$ cat src/rtl/cmd_arbiter_pkg.sv
// Shared types and constants for the command arbiter: FSM encoding, requester
// count, well-known command indices and the default watchdog limit.
package cmd_arbiter_pkg;

  localparam int          REQ_N                  = 3;
  localparam logic [5:0]  CMD12_INDEX            = 6'd12;
  localparam logic [5:0]  CMD23_INDEX            = 6'd23;
  localparam logic [15:0] DEFAULT_TIMEOUT_CYCLES = 16'd1024;

  typedef enum logic [1:0] {
    ST_IDLE  = 2'd0,
    ST_ISSUE = 2'd1,
    ST_WAIT  = 2'd2,
    ST_DONE  = 2'd3
  } state_t;

  function automatic logic [1:0] oh_to_idx(input logic [REQ_N-1:0] oh);
    logic [1:0] idx;
    case (oh)
      3'b010:  idx = 2'd1;
      3'b100:  idx = 2'd2;
      default: idx = 2'd0;
    endcase
    return idx;
  endfunction

endpackage

$ cat src/rtl/cmd_arbiter_if.sv
// Requester and CMD_master signal bundle of the command arbiter.
// Handshake: a requester holds req until its done pulse; new_cmd is held until cmd_busy is seen.
interface cmd_arbiter_if;
  import cmd_arbiter_pkg::*;

  logic [REQ_N-1:0]      req;
  logic [6*REQ_N-1:0]    req_index;
  logic [32*REQ_N-1:0]   req_arg;
  logic [REQ_N-1:0]      gnt;
  logic [REQ_N-1:0]      done;
  logic [REQ_N-1:0]      err;
  logic [31:0]           rsp_arg;
  logic [5:0]            rsp_index;
  logic                  new_cmd;
  logic [5:0]            cmd_index;
  logic [31:0]           cmd_arg;
  logic                  cmd_busy;
  logic                  cmd_complete;
  logic                  timeout_error;
  logic [31:0]           response_arg;
  logic [5:0]            response_index;

  modport master (
    output req, req_index, req_arg, cmd_busy, cmd_complete, timeout_error,
           response_arg, response_index,
    input  gnt, done, err, rsp_arg, rsp_index, new_cmd, cmd_index, cmd_arg
  );

  modport slave (
    input  req, req_index, req_arg, cmd_busy, cmd_complete, timeout_error,
           response_arg, response_index,
    output gnt, done, err, rsp_arg, rsp_index, new_cmd, cmd_index, cmd_arg
  );

endinterface

$ cat src/rtl/cmd_arb_pick.sv
// Combinational winner picker. CMD_ARB_ROUND_ROBIN_EN selects round-robin from
// i_ptr; otherwise fixed priority req[1] > req[2] > req[0].
module cmd_arb_pick import cmd_arbiter_pkg::*; (
  input  logic [REQ_N-1:0] i_req,
`ifdef CMD_ARB_ROUND_ROBIN_EN
  input  logic [1:0]       i_ptr,
`endif
  output logic [REQ_N-1:0] o_win
);

`ifdef CMD_ARB_ROUND_ROBIN_EN
  logic [REQ_N-1:0] w_rot;
  logic [REQ_N-1:0] w_oh;

  // Rotate so the search start sits at bit 0, pick lowest, rotate back.
  assign w_rot = 3'({i_req, i_req} >> i_ptr);

  always_comb begin
    w_oh = '0;
    if (w_rot[0])      w_oh = 3'b001;
    else if (w_rot[1]) w_oh = 3'b010;
    else if (w_rot[2]) w_oh = 3'b100;
  end

  assign o_win = 3'(({w_oh, w_oh} << i_ptr) >> 3);
`else
  always_comb begin
    o_win = '0;
    if (i_req[1])      o_win = 3'b010;
    else if (i_req[2]) o_win = 3'b100;
    else if (i_req[0]) o_win = 3'b001;
  end
`endif

endmodule

$ cat src/rtl/cmd_arbiter.sv
// Arbitrates three command requesters onto one CMD_master with a per-command watchdog.
// Optional macro CMD_ARB_ROUND_ROBIN_EN switches the picker to round-robin.
module cmd_arbiter import cmd_arbiter_pkg::*; #(
  parameter logic [15:0] TIMEOUT_CYCLES = DEFAULT_TIMEOUT_CYCLES
) (
  input  logic         CLK_host,
  input  logic         reset,
  cmd_arbiter_if.slave if_arb,
  output state_t       o_dbg_state
);

  state_t           r_state;
  logic [REQ_N-1:0] r_gnt, r_done, r_err;
  logic             r_new_cmd;
  logic [5:0]       r_cmd_index, r_rsp_index;
  logic [31:0]      r_cmd_arg, r_rsp_arg;
  logic [15:0]      r_wd;
  logic [REQ_N-1:0] w_win;
  logic [1:0]       w_sel;
  logic [5:0]       w_index;
  logic [31:0]      w_arg;
  logic             w_expire;
`ifdef CMD_ARB_ROUND_ROBIN_EN
  logic [1:0]       r_ptr;
`endif

  cmd_arb_pick u_pick (
    .i_req (if_arb.req),
`ifdef CMD_ARB_ROUND_ROBIN_EN
    .i_ptr (r_ptr),
`endif
    .o_win (w_win)
  );

  assign w_sel = oh_to_idx(w_win);

  always_comb begin
    w_index = if_arb.req_index[5:0];
    w_arg   = if_arb.req_arg[31:0];
    case (w_sel)
      2'd1: begin
        w_index = if_arb.req_index[11:6];
        w_arg   = if_arb.req_arg[63:32];
      end
      2'd2: begin
        w_index = if_arb.req_index[17:12];
        w_arg   = if_arb.req_arg[95:64];
      end
      default: ;
    endcase
  end

  // Watchdog is cleared on ISSUE entry, so this fires TIMEOUT_CYCLES edges later.
  assign w_expire = (r_wd == TIMEOUT_CYCLES - 16'd1);

  always_ff @(posedge CLK_host or posedge reset) begin
    if (reset) begin
      r_state     <= ST_IDLE;
      r_gnt       <= '0;
      r_done      <= '0;
      r_err       <= '0;
      r_new_cmd   <= 1'b0;
      r_cmd_index <= '0;
      r_cmd_arg   <= '0;
      r_rsp_index <= '0;
      r_rsp_arg   <= '0;
      r_wd        <= '0;
`ifdef CMD_ARB_ROUND_ROBIN_EN
      r_ptr       <= '0;
`endif
    end else begin
      case (r_state)
        ST_IDLE: begin
          if (|if_arb.req) begin
            r_gnt       <= w_win;
            r_cmd_index <= w_index;
            r_cmd_arg   <= w_arg;
            r_new_cmd   <= 1'b1;
            r_wd        <= '0;
            r_state     <= ST_ISSUE;
`ifdef CMD_ARB_ROUND_ROBIN_EN
            r_ptr       <= (w_sel == 2'd2) ? 2'd0 : w_sel + 2'd1;
`endif
          end
        end
        ST_ISSUE: begin
          if (w_expire) begin
            r_new_cmd   <= 1'b0;
            r_done      <= r_gnt;
            r_err       <= r_gnt;
            r_rsp_index <= '0;
            r_rsp_arg   <= '0;
            r_state     <= ST_DONE;
          end else begin
            r_wd <= r_wd + 16'd1;
            if (if_arb.cmd_busy) begin
              r_new_cmd <= 1'b0;
              r_state   <= ST_WAIT;
            end
          end
        end
        ST_WAIT: begin
          // A real completion beats a simultaneous watchdog expiry.
          if (if_arb.cmd_complete || if_arb.timeout_error) begin
            r_done      <= r_gnt;
            r_err       <= if_arb.timeout_error ? r_gnt : '0;
            r_rsp_index <= if_arb.response_index;
            r_rsp_arg   <= if_arb.response_arg;
            r_state     <= ST_DONE;
          end else if (w_expire) begin
            r_done      <= r_gnt;
            r_err       <= r_gnt;
            r_rsp_index <= '0;
            r_rsp_arg   <= '0;
            r_state     <= ST_DONE;
          end else begin
            r_wd <= r_wd + 16'd1;
          end
        end
        ST_DONE: begin
          r_done      <= '0;
          r_err       <= '0;
          r_rsp_index <= '0;
          r_rsp_arg   <= '0;
          r_gnt       <= '0;
          r_state     <= ST_IDLE;
        end
        default: r_state <= ST_IDLE;
      endcase
    end
  end

  assign if_arb.gnt       = r_gnt;
  assign if_arb.done      = r_done;
  assign if_arb.err       = r_err;
  assign if_arb.rsp_arg   = r_rsp_arg;
  assign if_arb.rsp_index = r_rsp_index;
  assign if_arb.new_cmd   = r_new_cmd;
  assign if_arb.cmd_index = r_cmd_index;
  assign if_arb.cmd_arg   = r_cmd_arg;
  assign o_dbg_state      = r_state;

endmodule

$ cat src/flat_wrapper.sv
// flat-port wrapper written by rule: the top's interface ports become plain ports
module cmd_arbiter_flat import cmd_arbiter_pkg::*;
#(
  parameter logic [15:0] TIMEOUT_CYCLES = DEFAULT_TIMEOUT_CYCLES
)
  (CLK_host, reset, o_dbg_state, if_arb_req, if_arb_req_index, if_arb_req_arg, if_arb_cmd_busy, if_arb_cmd_complete, if_arb_timeout_error, if_arb_response_arg, if_arb_response_index, if_arb_gnt, if_arb_done, if_arb_err, if_arb_rsp_arg, if_arb_rsp_index, if_arb_new_cmd, if_arb_cmd_index, if_arb_cmd_arg);
  cmd_arbiter_if if_arb_i ();
  input  logic CLK_host;
  input  logic reset;
  output state_t o_dbg_state;
  input wire logic [$bits(if_arb_i.req)-1:0] if_arb_req;
  input wire logic [$bits(if_arb_i.req_index)-1:0] if_arb_req_index;
  input wire logic [$bits(if_arb_i.req_arg)-1:0] if_arb_req_arg;
  input wire logic [$bits(if_arb_i.cmd_busy)-1:0] if_arb_cmd_busy;
  input wire logic [$bits(if_arb_i.cmd_complete)-1:0] if_arb_cmd_complete;
  input wire logic [$bits(if_arb_i.timeout_error)-1:0] if_arb_timeout_error;
  input wire logic [$bits(if_arb_i.response_arg)-1:0] if_arb_response_arg;
  input wire logic [$bits(if_arb_i.response_index)-1:0] if_arb_response_index;
  output wire logic [$bits(if_arb_i.gnt)-1:0] if_arb_gnt;
  output wire logic [$bits(if_arb_i.done)-1:0] if_arb_done;
  output wire logic [$bits(if_arb_i.err)-1:0] if_arb_err;
  output wire logic [$bits(if_arb_i.rsp_arg)-1:0] if_arb_rsp_arg;
  output wire logic [$bits(if_arb_i.rsp_index)-1:0] if_arb_rsp_index;
  output wire logic [$bits(if_arb_i.new_cmd)-1:0] if_arb_new_cmd;
  output wire logic [$bits(if_arb_i.cmd_index)-1:0] if_arb_cmd_index;
  output wire logic [$bits(if_arb_i.cmd_arg)-1:0] if_arb_cmd_arg;
  assign if_arb_i.req = if_arb_req;
  assign if_arb_i.req_index = if_arb_req_index;
  assign if_arb_i.req_arg = if_arb_req_arg;
  assign if_arb_i.cmd_busy = if_arb_cmd_busy;
  assign if_arb_i.cmd_complete = if_arb_cmd_complete;
  assign if_arb_i.timeout_error = if_arb_timeout_error;
  assign if_arb_i.response_arg = if_arb_response_arg;
  assign if_arb_i.response_index = if_arb_response_index;
  assign if_arb_gnt = if_arb_i.gnt;
  assign if_arb_done = if_arb_i.done;
  assign if_arb_err = if_arb_i.err;
  assign if_arb_rsp_arg = if_arb_i.rsp_arg;
  assign if_arb_rsp_index = if_arb_i.rsp_index;
  assign if_arb_new_cmd = if_arb_i.new_cmd;
  assign if_arb_cmd_index = if_arb_i.cmd_index;
  assign if_arb_cmd_arg = if_arb_i.cmd_arg;
  cmd_arbiter #(.TIMEOUT_CYCLES(TIMEOUT_CYCLES)) u_core (.CLK_host(CLK_host), .reset(reset), .if_arb(if_arb_i), .o_dbg_state(o_dbg_state));
endmodule
$ cat config.mk
export PLATFORM = sky130hd
export DESIGN_NAME = cmd_arbiter_flat
export DESIGN_NICKNAME = d
export VERILOG_FILES = /design/src/rtl/cmd_arbiter_pkg.sv /design/src/rtl/cmd_arbiter_if.sv /design/src/rtl/cmd_arb_pick.sv /design/src/rtl/cmd_arbiter.sv /design/src/flat_wrapper.sv
export SDC_FILE = /design/constraint.sdc
export NUM_CORES = 1
export LEC_CHECK = 0
export CAP_MARGIN = 10
export CELL_PAD_IN_SITES_DETAIL_PLACEMENT = 0
export CELL_PAD_IN_SITES_GLOBAL_PLACEMENT = 2
export CORE_ASPECT_RATIO = 1.25
export CORE_UTILIZATION = 25
export DETAILED_ROUTE_END_ITERATION = 6
export PLACE_DENSITY = 0.88
export SKIP_LAST_GASP = 1
export SLEW_MARGIN = 15
export SYNTH_ARGS = -nofsm -noshare
export SYNTH_HDL_FRONTEND = slang
export SYNTH_HIERARCHICAL = 1
export SYNTH_SLANG_ARGS = --single-unit
$ cat constraint.sdc
create_clock -name CLK_host -period 8.1 [get_ports CLK_host]
set_input_delay 1.215 -clock CLK_host [delete_from_list [all_inputs] [get_ports CLK_host]]
set_output_delay 1.215 -clock CLK_host [all_outputs]
set_load 0.02 [all_outputs]
# == After elaboration in Yosys (flattened, before gate mapping) ==
# Cells that the tools add are included.
# word_totals
reg_bits,104
latch_bits,0
ramBits,0
rom_bits,0
elab_cells,70
memories,0
# op_classes
add_sub_neg,1
mul,0
div,0
magnitude_cmp,0
eq_ne,12
shift,0
n_mux,35
bitwise,0
reduce_logical,12
# op_table
cell,count
$pmux W32 S3,1
$mux W32,2
$pmux W32 S2,1
$mux W16,3
$pmux W16 S3,1
$mux W3,8
$pmux W3 S3,2
$pmux W6 S3,1
$add A16 B1 Y16 const B,1
$eq A16 B10 Y1 const B,1
$mux W6,2
$pmux W6 S2,1
$mux W2,5
$reduce_and A3 Y1,3
$pmux W2 S4,1
$eq A2 B2 Y1 const B,3
$pmux W3 S2,1
$reduce_bool A3 Y1,2
$eq A2 B1 Y1 const B,2
$mux W1,4
$pmux W2 S2,1
$reduce_and A2 Y1,2
$reduce_bool A2 Y1,2
$eq A3 B2 Y1 const B,1
other kinds (9),9

# == Logic depth before layout (Yosys ltp) ==
# depth
ltp_word,7
depth_mapped,8
mapped_depth_nobuf,7

# == Modules after synthesis ==
# Netlist, hierarchy kept.
# by_module_without_submodules
module,instances,cells_each,area_per_inst_um2,seq_area_each_um2
cmd_arbiter,1,455,4792.1,2602.5
cmd_arb_pick,1,3,26.3,0.0

# == Worst setup path after synthesis ==
# Ideal clock, no wire load.
# synth_path
path_type,input-to-reg
start,in if_arb_cmd_complete
end,reg u_core.r_wd[13]
arrival_time_ns,2.728
setup_slack_ns,5.294
cell_stages,6
path_cell_list,o21a_1 -> or3_4 -> buf_6 -> or3_1 -> or3_1 -> a21oi_1
# synth_via
elab_chain_len,3
# synth_lines
item,line_no,rtl
"start, declared",flat_wrapper.sv:15,input wire logic [$bits(if_arb_i.cmd_complete)-1:0] if_arb_cmd_complete;
$logic_or A1 B1 Y1,cmd_arbiter.sv:104,if (if_arb.cmd_complete || if_arb.timeout_error) begin
$ne A2 B2 Y1 (no source line),n/a,
$reduce_and A3 Y1 (no source line),n/a,
"end signal, assigned",cmd_arbiter.sv:95,r_wd <= r_wd + 16'd1;
"end signal, assigned",cmd_arbiter.sv:117,r_wd <= r_wd + 16'd1;
"end, declared",cmd_arbiter.sv:17,logic [15:0] r_wd;
# Every way passes these cells.
# A chain may end at the register's enable or synchronous reset.

# == Worst setup path in the final report ==
# layout_path
start,in if_arb_req[2]
end,"reg u_core.r_cmd_arg[18], in the netlist u_core/if_arb.cmd_arg[18]"
# layout_via
elab_chain_len,6
elab_cells_between_ends,10
# layout_lines
item,line_no,rtl
"start, declared",flat_wrapper.sv:11,input wire logic [$bits(if_arb_i.req)-1:0] if_arb_req;
$mux W3 (*),cmd_arb_pick.sv:30,else if (i_req[2]) o_win = 3'b100;
$mux W3 (*),cmd_arb_pick.sv:29,if (i_req[1]) o_win = 3'b010;
net u_core.w_win[2],cmd_arbiter.sv:18,logic [REQ_N-1:0] w_win;
$eq A3 B3 Y1 / $eq A3 B2 Y1 (equally long branches),cmd_arbiter_pkg.sv:19,case (oh)
$pmux W2 S2 (*),cmd_arbiter_pkg.sv:19,
$eq A2 B2 Y1 / $eq A2 B1 Y1 (equally long branches),cmd_arbiter.sv:40,case (w_sel)
$pmux W32 S2 (*),cmd_arbiter.sv:40,
"end signal, assigned",cmd_arbiter.sv:77,r_cmd_arg <= w_arg;
"end, declared",cmd_arbiter.sv:16,"logic [31:0] r_cmd_arg, r_rsp_arg;"
# Mark *: on every way through the listed nets, which the timed path passes. The rest lies on a longest branch.

==> qor.txt <==
Initial antenna violation count = 0
Fin crit share = 42.12%
RSZ-0062 raised after global routing = no
Cell Pwr Density = 341.6 nW/um2
CP Depth = 8
Post-Syn Nets = 624
Post-route minimum period = 3.412 ns
Hold WC Path Type = reg2reg
IO Pins = 248
GP Congestion = 0.7687
Worst R2R Setup Slack = 5.39 ns
Most frequent CP cell = buf_4
Core ar. = 18850 um2
Largest stage delay, worst path = 0.56 ns
Clk sinks = 104
Status = finished clean
Worst Tran Pin Value = 0.9925 ns
Drt initial violations = 144
IO Port Bufs = 247
Die Ht = 157.2 um
Tot GR Track Use = 14.63%
Routed Antenna Nets = 0
Max cap viols = 0
Worst-path clk slew = 0.08 ns
Diodes inserted = 0
Vias in the first global route = 4536
Starting Density = 25.56%
Number of hold violations in the final report = 0
Leak Pwr = 3.261 nW
Post-CTS setup buffer count = 0
Share of post-route cells with drive strength above 1 = 4.899%
Dpl hpwl = 10910 um
PnR Total Power = 2.665 mW
GRT overflow = 0
Htree depth = 3
Final slew viol count = 0
Largest net degree at the start of global routing = 77
Critical path capture point type = flop
Worst skew pair latency = 0.35 ns
Ys Warns = 6
Clock buffer depth = 2
Most frequent cell after synthesis = dfrtp_1
Crit path to = u_core/if_arb.cmd_arg[18]$_DFFE_PP0P_
Max Fanout on Critical Path = 38
Cells along the critical path = clkdlybuf4s50_1 -> nor2b_1 -> nor3b_2 -> buf_4 -> nor2_2 -> buf_4 -> a21oi_1 -> o21ai_0
Top_reg_cell synth = dfrtp_1
Top cells by area, synth = dfrtp_1, a22o_1, o21ai_0
Crit Reg-Reg Startpoint = u_core/r_wd[10]$_DFFE_PP0P_
Required @ worst endpoint = 8.30 ns
DRC Markers = 0
CTS hold repair buffers = 0
Setup-failing EPs final = 0
Vias = 4438
Post-Syn Area = 4818 um2
WP buf/inv = 3
Startpoint types = primary input
Leading area contributor after synthesis = dfrtp_1
Setup Skew = 0.01236 ns
Slew margin rel. = 33.59%
Setup TNS = 0 ns
Mean post-synth cell area = 10.52 um2
Die area = 19840 um2
Synth cell types = 41
Gate Count Post-Synth = 458
Drt pass-1 iters = 5
Post-CTS Resized = 0
DIE WIDTH = 126.2 um
Area Overhead vs Synth = 61.88%
Worst setup path class = in2reg
Synth Register Bits = 104
Row Count = 56
CP delay by family, top = buffers and inverters
CTS tree = yes
Max Clk Rate = 293.1 MHz
Worst r2r path cells = 5
Slowest cell on crit path = clkdlybuf4s50_1
Critical path launch point = if_arb_req[2]
Total routed wirelength = 14520 um
Final #Nets = 855
Crit Reg-Reg Endpoint = u_core/if_arb.rsp_index[3]$_DFFE_PP0N_
Top post-synthesis cells by count = dfrtp_1, a22o_1, nand2_1
Number of buffers created by CTS = 9
CTS Root Cell = clkbuf_16
Share of the synthesized area in the top cell type = 54.01%
IR drop worst, VDD = 0.0001403 V
Post-DR wirelength/cell = 15.68 um
Async set-reset flop share out of synthesis = 100.0%
Sequential element share of the synthesized area = 54.01%
Mean number of vias per cell = 4.793
CP arrival = 3.61 ns
First-pass GRT wire length = 22890 um
Number of synthesized flops with an enable pin = 0
[worst min-delay path by stage]
stage,start,to,slack (ns),cells after the start
floorplan,u_core/r_wd[15]$_DFFE_PP0P_,u_core/r_wd[15]$_DFFE_PP0P_,0.51,2
CTS,u_core/if_arb.cmd_arg[29]$_DFFE_PP0P_,u_core/if_arb.cmd_arg[29]$_DFFE_PP0P_,0.49,2
global placement,u_core/if_arb.cmd_arg[11]$_DFFE_PP0P_,u_core/if_arb.cmd_arg[11]$_DFFE_PP0P_,0.46,2
global route,u_core/if_arb.cmd_arg[29]$_DFFE_PP0P_,u_core/if_arb.cmd_arg[29]$_DFFE_PP0P_,0.52,2
detailed placement,u_core/if_arb.cmd_arg[29]$_DFFE_PP0P_,u_core/if_arb.cmd_arg[29]$_DFFE_PP0P_,0.47,2
finish,u_core/if_arb.cmd_arg[29]$_DFFE_PP0P_,u_core/if_arb.cmd_arg[29]$_DFFE_PP0P_,0.48,2
[tightest hold or removal path, stage by stage, from the launching register on]
cell     delay (ns)
dfrtp_1        0.34
nand2_1        0.04
o21ai_0        0.06
[routing by layer]
metal / track usage, % / wire length, um / vias up
met1: 16.67 / 6086 / 2090
met3: 4.861 / 1086 / 12
met4: 4.819 / 197 / 0
met5: 0 / 0 / -
li1: - / - / 2161
met2: 25.70 / 7145 / 175
[flip-flops by register name, indices dropped and copies added (netlist names)]
| signal | count |
|---|---|
| u_core/r_wd | 16 |
| u_core/if_arb.err | 3 |
| u_core/if_arb.cmd_arg | 32 |
| u_core/o_dbg_state | 2 |
| u_core/if_arb.rsp_arg | 32 |
| u_core/if_arb.done | 3 |
| u_core/if_arb.cmd_index | 6 |
| u_core/if_arb.gnt | 3 |
| u_core/if_arb.new_cmd | 1 |
| u_core/if_arb.rsp_index | 6 |
[logic make-up after synthesis]
group / after synthesis / synth area share, %
DFF: 104 / 54.01
adders and majority gates: 6 / 1.558
and+or+nand+nor: 116 / 12.41
muxes: 2 / 0.4155
buffers and inverters: 38 / 3.817
AOI/OAI and AO/OA: 181 / 25.79
xor gates and xnor gates: 11 / 1.999
[through the flow]
stage                     std cells  setup slack [ns]  area (um2)  util [%]  hold slack [ns]
after floorplan                 458             4.153        4818         -           0.5103
after global placement          910             4.373        7478     39.68           0.4625
after detailed placement        910             4.301        7478     39.68           0.4693
after CTS                       926             4.688        7800     41.38           0.4876
after global routing            926             4.489        7800     41.38           0.5151
final                           926             4.688        7800     41.38           0.4789
[power breakdown]
part | total, mW | internal (mW) | switching (mW)
Combinational | 1.32 | 0.624 | 0.699
Sequential | 0.875 | 0.736 | 0.138
Clock | 0.467 | 0.250 | 0.217
Total | 2.66 | 1.61 | 1.05
[cell usage in the layout (no fill, tap or decap), types with 4 or more instances in the layout]
cell             instances
clkdlybuf4s50_1        247
dfrtp_1                104
a22o_1                  84
nand2_1                 48
o21ai_0                 46
a21oi_1                 44
nor2_1                  18
clkbuf_16                9
and4_1                   6
nand4_1                  6
xnor2_1                  6
nand3_1                  6
ha_1                     6
buf_4                    6
nor3_1                   5
xor2_1                   5
inv_1                    4
or3_1                    4
[cell type report]
cell class	instances	area (um2)
fill	1819	11050
sequential	104	2603
timing repair buffer	253	2517
multi-input combinational	316	2047
tap	232	290.3
clock buffer	9	225.2
clock inverter	7	96.34
inverter	5	21.27
(Power assumes the default switching activity.)
